`config.mk`:
```
export PLATFORM = sky130hd
export DESIGN_NAME = s_d_flat
export DESIGN_NICKNAME = d
export VERILOG_FILES = /design/src/rtl/s_d_if.sv /design/src/rtl/s_d.sv /design/src/flat_wrapper.sv
export SDC_FILE = /design/constraint.sdc
export NUM_CORES = 1
export LEC_CHECK = 0
export ABC_AREA = 1
export BUFFER_PORTS_ARGS = -buffer_cell sky130_fd_sc_hd__buf_2
export CAP_MARGIN = 20
export CORE_MARGIN = 3
export CORE_UTILIZATION = 23
export CTS_CLUSTER_SIZE = 14
export DETAILED_ROUTE_END_ITERATION = 6
export SYNTH_ARGS = -nofsm -noshare
export SYNTH_HDL_FRONTEND = slang
export SYNTH_SLANG_ARGS = --single-unit
```
`constraint.sdc`:
```
create_clock -name clk -period 2.2 [get_ports clk]
set_input_delay 0.22 -clock clk [delete_from_list [all_inputs] [get_ports clk]]
set_output_delay 0.22 -clock clk [all_outputs]
set_load 0.05 [all_outputs]
```
`src/rtl/s_d_if.sv`:
```
// Handshake and operand/result bundle for the sequential divider.
interface s_d_if #(
  parameter int unsigned N = 4
);
  logic             start;
  logic [2*N-1:0]   a;
  logic [N-1:0]     b;
  logic [2*N-1:0]   Q;
  logic [N-1:0]     R;
  logic             busy;
  logic             done;
  logic             dz;

  modport master (output start, a, b, input Q, R, busy, done, dz);
  modport slave  (input start, a, b, output Q, R, busy, done, dz);
endinterface

```
`src/rtl/s_d.sv`:
```
// Sequential restoring divider: 2N-bit dividend / N-bit divisor, one shift/subtract per clock.
module s_d #(
  parameter int unsigned N = 4
) (
  input  logic   clk,
  input  logic   rst,
  s_d_if.slave   bus
);
  localparam int unsigned DW = 2 * N;
  localparam int unsigned RW = N + 1;
  localparam int unsigned CW = $clog2(DW + 1);

  typedef enum logic [1:0] {IDLE, RUN, DONE} state_t;

  state_t        state, state_d;
  logic [DW-1:0] dvd, dvd_d;
  logic [N-1:0]  dvs, dvs_d;
  logic [N-1:0]  rem, rem_d;
  logic [CW-1:0] cnt, cnt_d;
  logic [DW-1:0] q_r, q_d;
  logic [N-1:0]  r_r, r_d;
  logic          dz_r, dz_d;
  logic          busy_r, done_r;
  logic [RW-1:0] rem_sub;
  logic [N-1:0]  rem_lo;
  logic          qbit;

  // Next-state, working-register and result update
  always_comb begin
    state_d = state;
    dvd_d   = dvd;
    dvs_d   = dvs;
    rem_d   = rem;
    cnt_d   = cnt;
    q_d     = q_r;
    r_d     = r_r;
    dz_d    = dz_r;
    // Remainder stays below the divisor, so the borrow bit alone decides the quotient bit
    rem_sub = {rem, dvd[DW-1]} - {1'b0, dvs};
    rem_lo  = {rem[N-2:0], dvd[DW-1]};
    qbit    = ~rem_sub[RW-1];
    unique case (state)
      IDLE: begin
        if (bus.start) begin
          if (bus.b != '0) begin
            dvd_d   = bus.a;
            dvs_d   = bus.b;
            rem_d   = '0;
            cnt_d   = '0;
            state_d = RUN;
          end else begin
            q_d     = '1;
            r_d     = '0;
            dz_d    = 1'b1;
            state_d = DONE;
          end
        end
      end
      RUN: begin
        rem_d = qbit ? rem_sub[N-1:0] : rem_lo;
        dvd_d = {dvd[DW-2:0], qbit};
        cnt_d = cnt + CW'(1);
        if (cnt == CW'(DW - 1)) begin
          q_d     = dvd_d;
          r_d     = rem_d;
          dz_d    = 1'b0;
          state_d = DONE;
        end
      end
      DONE:    state_d = IDLE;
      default: state_d = IDLE;
    endcase
  end

  // State, datapath and registered outputs
  always_ff @(posedge clk or posedge rst) begin
    if (rst) begin
      state  <= IDLE;
      dvd    <= '0;
      dvs    <= '0;
      rem    <= '0;
      cnt    <= '0;
      q_r    <= '0;
      r_r    <= '0;
      dz_r   <= 1'b0;
      busy_r <= 1'b0;
      done_r <= 1'b0;
    end else begin
      state  <= state_d;
      dvd    <= dvd_d;
      dvs    <= dvs_d;
      rem    <= rem_d;
      cnt    <= cnt_d;
      q_r    <= q_d;
      r_r    <= r_d;
      dz_r   <= dz_d;
      busy_r <= (state_d == RUN);
      done_r <= (state_d == DONE);
    end
  end

  assign bus.Q    = q_r;
  assign bus.R    = r_r;
  assign bus.dz   = dz_r;
  assign bus.busy = busy_r;
  assign bus.done = done_r;
endmodule

```
`src/flat_wrapper.sv`:
```
// flat-port wrapper written by rule: the top's interface ports become plain ports
module s_d_flat 
#(
  parameter int unsigned N = 4
)
  (clk, rst, bus_start, bus_a, bus_b, bus_Q, bus_R, bus_busy, bus_done, bus_dz);
  s_d_if #(.N(N)) bus_i ();
  input  logic clk;
  input  logic rst;
  input wire logic [$bits(bus_i.start)-1:0] bus_start;
  input wire logic [$bits(bus_i.a)-1:0] bus_a;
  input wire logic [$bits(bus_i.b)-1:0] bus_b;
  output wire logic [$bits(bus_i.Q)-1:0] bus_Q;
  output wire logic [$bits(bus_i.R)-1:0] bus_R;
  output wire logic [$bits(bus_i.busy)-1:0] bus_busy;
  output wire logic [$bits(bus_i.done)-1:0] bus_done;
  output wire logic [$bits(bus_i.dz)-1:0] bus_dz;
  assign bus_i.start = bus_start;
  assign bus_i.a = bus_a;
  assign bus_i.b = bus_b;
  assign bus_Q = bus_i.Q;
  assign bus_R = bus_i.R;
  assign bus_busy = bus_i.busy;
  assign bus_done = bus_i.done;
  assign bus_dz = bus_i.dz;
  s_d #(.N(N)) u_core (.clk(clk), .rst(rst), .bus(bus_i));
endmodule
```
==> results of run 1 <==
==> metrics by stage <==
step | utilization (%) | worst slack (ns) | cell area, um2 | cells
final | 28.5 | 0.284 | 2250 | 340
after global routing | 28.5 | 0.121 | 2250 | 340
after CTS | 28.5 | 0.290 | 2250 | 340
after detailed placement | 27.1 | 0.303 | 2130 | 332
after global placement | 27.1 | 0.329 | 2130 | 332
after floorplan | - | 0.473 | 1910 | 205
==> path summary, 6_finish.rpt <==
check,startpoint,end,depth (start not counted)
worst max-delay path,u_core.dvd[7]$_DFFE_PP0P_,u_core.rem[1]$_DFFE_PP0P_,10
worst min-delay path,rst,u_core.dvs[2]$_DFFE_PP0P_,3
min in group clk,bus_a[5],u_core.dvd[5]$_DFFE_PP0P_,3
max in group asynchronous,rst,u_core.bus.Q[3]$_DFFE_PP0P_,3
worst min register to register,u_core.bus.Q[1]$_DFFE_PP0P_,u_core.bus.Q[1]$_DFFE_PP0P_,2
worst max register to register,u_core.dvd[7]$_DFFE_PP0P_,u_core.rem[1]$_DFFE_PP0P_,10
==> worst min-delay path: stages <==
cell and delay, ns:
buf_2 0.09, inv_1 0.04, buf_4 0.40
==> cells in the final DEF (no fill, tap or decap), types with 2 or more instances in the layout <==
master and n:
dfrtp_1 37, o211ai_2 6, nand4_1 3, a21oi_1 2, nand2_1 57, nand2_4 2
nand3_2 2, buf_4 2, buf_2 29, nor2_1 7, inv_1 28, ha_1 5
nand3_1 14, o21ai_0 6, o21ai_2 11, clkbuf_8 6, inv_2 3
==> layout make-up <==
type / instances / area [um2] / share of cell area [%]
Clock buffer: 7 / 86.3 / 3.84
Timing Repair Buffer: 31 / 160 / 7.12
Inverter: 31 / 116 / 5.17
Tap cell: 102 / 128 / 5.67
Clock inverter: 1 / 30.0 / 1.33
Sequential cell: 37 / 926 / 41.1
Multi-Input combinational cell: 131 / 805 / 35.7
==> flip-flops by register name (all words and copies together), names as in the netlist <==
signal	count
u_core.bus.Q	8
u_core.bus.R	4
u_core.dvd	8
u_core.bus.busy	1
u_core.rem	4
u_core.state	2
u_core.bus.dz	1
u_core.dvs	4
u_core.cnt	4
u_core.bus.done	1
==> cells by family (layout without fill, tap and decap cells) <==
logic type                 Yosys count  after routing  synth area share [%]
and+or+nand+nor                     91             91                  22.5
adders and majority gates            6              6                  4.32
xor gates and xnor gates             2              2                 0.917
AOI/OAI and AO/OA                   32             32                  14.4
DFF                                 37             37                  48.5
buffers and inverters               37             70                  9.43
==> routing by layer <==
metal | up-vias | GRT usage, % | routed length (um) | part of all wire (%)
met3 | 5 | 2.23 | 199 | 5.3
met4 | 0 | 3.24 | 67 | 1.8
met1 | 622 | 11.4 | 1880 | 50
met2 | 34 | 12.6 | 1620 | 43
li1 | 721 | - | - | -
met5 | - | 0 | 0 | 0
==> impl_metrics.yaml, run 1 <==
cts:
  clock-sinks: 37
  cts.clk_slew.worst_paths_ns: 0.07
  cts_buffer_depth: 2
  post-cts-setup-buffers: 0
  cts_made_buffers: 5
  root_buffer: "clkbuf_8"
  cts_hold_buf: 0
  cts_tree: "done"
  cts_resized: 0
  clk_latency_ns: 0.28
  cts_max_level: 2
synth:
  synth_top_area_cell: "dfrtp_1"
  yosysMostFrequentCell: "nand2_1"
  synth_ff_type: "dfrtp_1"
  syn_inst: 205
  synth_area_um2: 1910
  synthTopCellsByCount: "nand2_1, dfrtp_1, inv_1"
  syn_avg_cell_area_um2: 9.32
  synth_top_area_share_pct: 48.5
  syn-num-nets: 226
  async_flop_share_pct: 100
  seq_area_frac_synth_pct: 48.5
  ys_seq_elements: 37
  ys_types: 33
  synth-edff-count: 0
  synth.area.top_cells: "dfrtp_1, nand2_1, inv_1"
  synth_warnings: 0
global_route:
  grt_max_degree: 38
  track_usage_pct: 8.38
  grt_overflow: 0
  antenna_found_initial: 0
  grt_first_pass_wirelength_mm: 6.47
  grt_pass1_vias: 1362
floorplanning:
  ios: 30
  core_um2: 7890
  placementRows: 32
  die_w_um: 97.1
  start_util_pct: 24.2
  die_h_um: 97.1
  die_area_um2: 9440
setup_path:
  worstPathMaxFanout: 5
  crit_slowest_cell: "fa_1"
  cp_common_cell: "nand3_1"
  crit_type: "flip-flop to flip-flop"
  arrival_ns: 2.09
  r2r_slack_ns: 0.28
  cp-end-kind: "flip-flop"
  critical-path-max-stage-delay_ns: 0.42
  cp_data_required_time_ns: 2.37
  path_cells: "inv_1 > ha_1 > inv_1 > fa_1 > nand3_1 > nand3_1 > nand2_1 > nand2_1 > nand3_1 > o21ai_2"
  critPathLaunchType: "flip-flop"
  path_buf_inv: 2
  critPathTopFamily: "simple AND/OR/NAND/NOR gates"
sta:
  finalHoldViolations: 0
  final.setup.tns_ns: 0
  skew_ns: 0.00378
  max_slew_margin_pct: 68.9
  drv_slew: 0
  max_freq_mhz: 522
  hold_ws_ns: 0.0380
  worst_pin_slew_ns: 0.466
  fin_crit_sh_pct: 87.1
  finalSetupViolCount: 0
  rsz0062_at_grt: "false"
  finalCriticalPeriod_ns: 1.92
drt:
  wl_per_cell_um: 11.1
  via_per_inst: 4.06
  ant_nets: 0
  dr.pass1.iters: 4
  via_count: 1382
  drt_wl_total_mm: 3.77
  drt_iter0_drc: 51
  route.detailed.drc: 0
run:
  max_cap_violations: 0
finish:
  layout-drive-gt1-share_pct: 29.4
  antenna_cells: 0
  syn2layout_area_growth_pct: 17.8
  fin_nets: 258
  nFillCells: 849
placed_design:
  io_buffers: 29
  dpl.hpwl_mm: 2.80
  place_congestion: 0.846
status:
  status: "finished, final reports clean"
hold_path:
  hold_class: "primary input to asynchronous set/reset pin"
Power of run 1 is not shown: default switching activity piles up to over one toggle a cycle in this logic, so the estimate is an artifact.
==> run 2: changes to the inputs <==
==> constraint.sdc (replaced) <==
create_clock -name clk -period 1.8 [get_ports clk]
set_input_delay 0.18 -clock clk [delete_from_list [all_inputs] [get_ports clk]]
set_output_delay 0.18 -clock clk [all_outputs]
set_load 0.05 [all_outputs]
==> impl_metrics.yaml, run 2 (synthesis results as in run 1) <==
global_route:
  grt_overflow: 0
  antenna_found_initial: 0
  grt_pass1_vias: 1461
  grt_first_pass_wirelength_mm: 6.87
  grt_max_degree: 38
  track_usage_pct: 8.81
setup_path:
  arrival_ns: 1.95
  cp_common_cell: "nand2_1"
  path_cells: "inv_2 > ha_4 > inv_2 > fa_2 > nand2_1 > nand2_2 > nand3_4 > nand2_4 > nand2_1 > nand4_1 > nand2_1"
  cp_data_required_time_ns: 2.02
  critical-path-max-stage-delay_ns: 0.38
  worstPathMaxFanout: 5
  crit_type: "flip-flop to flip-flop"
  cp-end-kind: "flip-flop"
  crit_slowest_cell: "dfrtp_1"
  rr_worst_depth: 11
  critPathLaunchType: "flip-flop"
sta:
  skew_ns: 0.00423
  max_slew_margin_pct: 68.4
  finalHoldViolations: 7
  fin_crit_sh_pct: 95.9
  drv_slew: 0
  finalCriticalPeriod_ns: 1.73
  finalSetupViolCount: 0
  max_freq_mhz: 579
  hold_ws_ns: -0.00486
  worst_slack_ns: 0.0734
  worst_pin_slew_ns: 0.475
drt:
  wl_per_cell_um: 11.7
  drt_wl_total_mm: 3.99
  via_per_inst: 4.18
  route.detailed.drc: 0
  ant_nets: 0
  drt_iter0_drc: 56
  dr.pass1.iters: 4
  via_count: 1429
finish:
  fin_nets: 261
  layout_common_cells: "nand2_1, dfrtp_1, buf_2, inv_1"
  layout-drive-gt1-share_pct: 34.2
  utilization_pct: 29.2
  layout_commonest_cell: "nand2_1"
  antenna_cells: 0
  syn2layout_area_growth_pct: 20.4
floorplanning:
  die_h_um: 97.1
  core_um2: 7890
  start_util_pct: 24.2
  ios: 30
  die_w_um: 97.1
  placementRows: 32
  die_area_um2: 9440
placed_design:
  place_ws_ns: -0.0595
  place_congestion: 0.891
  dpl.hpwl_mm: 2.86
  io_buffers: 29
cts:
  cts_hold_buf: 0
  root_buffer: "clkbuf_8"
  clk_latency_ns: 0.29
  cts_tree: "done"
  clock-sinks: 37
  cts_buffer_depth: 2
  cts_made_buffers: 5
  cts.clk_slew.worst_paths_ns: 0.07
  cts_max_level: 2
run:
  max_cap_violations: 0
status:
  status: "finished with violations"
  violations: "negative hold slack"
hold_path:
  hold_class: "primary input to asynchronous set/reset pin"
run 2: cell types whose count changed in the layout (fill, tap and decap cells not counted), moves of 2 or more:
cell and change:
buf_4 +3, nand3_1 -3, inv_1 -2, inv_2 +2, nand2_1 -2, nand3_4 +2
run 2: critical path: cells and delay by family, from the launching register on:
kind / cells / cell delay [ns]
adder cells (fa/ha/maj): 2 / 0.51
buffers and inverters: 2 / 0.13
AND/OR/NAND/NOR: 7 / 0.64
flip-flops: 1 / 0.38
run 2: what timing repair did:
item	in CTS	in global routing
endpoints found under the setup margin	10	10
pin swaps	0	1
resized for setup	3	11
buffers inserted	0	0
hold endpoints to repair	0	0
run 2: area by class of cell:
type,instances,area (um2)
timing repair buffer,34,183
sequential,37,926
clock buffer,7,86.3
tap,102,128
fill,834,5590
inverter,31,116
multi-input combinational,131,862
run 2: worst paths after layout:
path / from / end / slack, ns
setup / recovery: u_core.dvd[7]$_DFFE_PP0P_ / u_core.bus.R[0]$_DFFE_PP0P_ / 0.07
max in group asynchronous: rst / u_core.bus.Q[1]$_DFFE_PP0P_ / 1.47
hold / removal: rst / u_core.bus.R[2]$_DFFE_PP0P_ / -0.005
hold reg to reg: u_core.bus.Q[5]$_DFFE_PP0P_ / u_core.bus.Q[5]$_DFFE_PP0P_ / 0.46
min in group clk: bus_a[4] / u_core.dvd[4]$_DFFE_PP0P_ / 0.16
setup reg to reg: u_core.dvd[7]$_DFFE_PP0P_ / u_core.bus.R[0]$_DFFE_PP0P_ / 0.07
run 2: layer usage:
metal | wire, um | part of all wire (%) | GRT usage [%] | vias to the layer above
li1 | - | - | - | 729
met1 | 1900 | 47 | 11.9 | 651
met2 | 1770 | 44 | 13.2 | 41
met3 | 242 | 6.1 | 2.66 | 8
met4 | 78 | 2.0 | 3.46 | 0
met5 | 0 | 0 | 0 | -
run 2: metrics by stage:
stage                     instance area, um2  cells  setup TNS (ns)
final                                   2300    342               0
after global routing                    2300    342         -0.0562
after CTS                               2250    342               0
after detailed placement                2160    335          -0.315
after global placement                  2160    335               0
after floorplan                         1910    205               0
Power of run 2 is left out for the same reason.
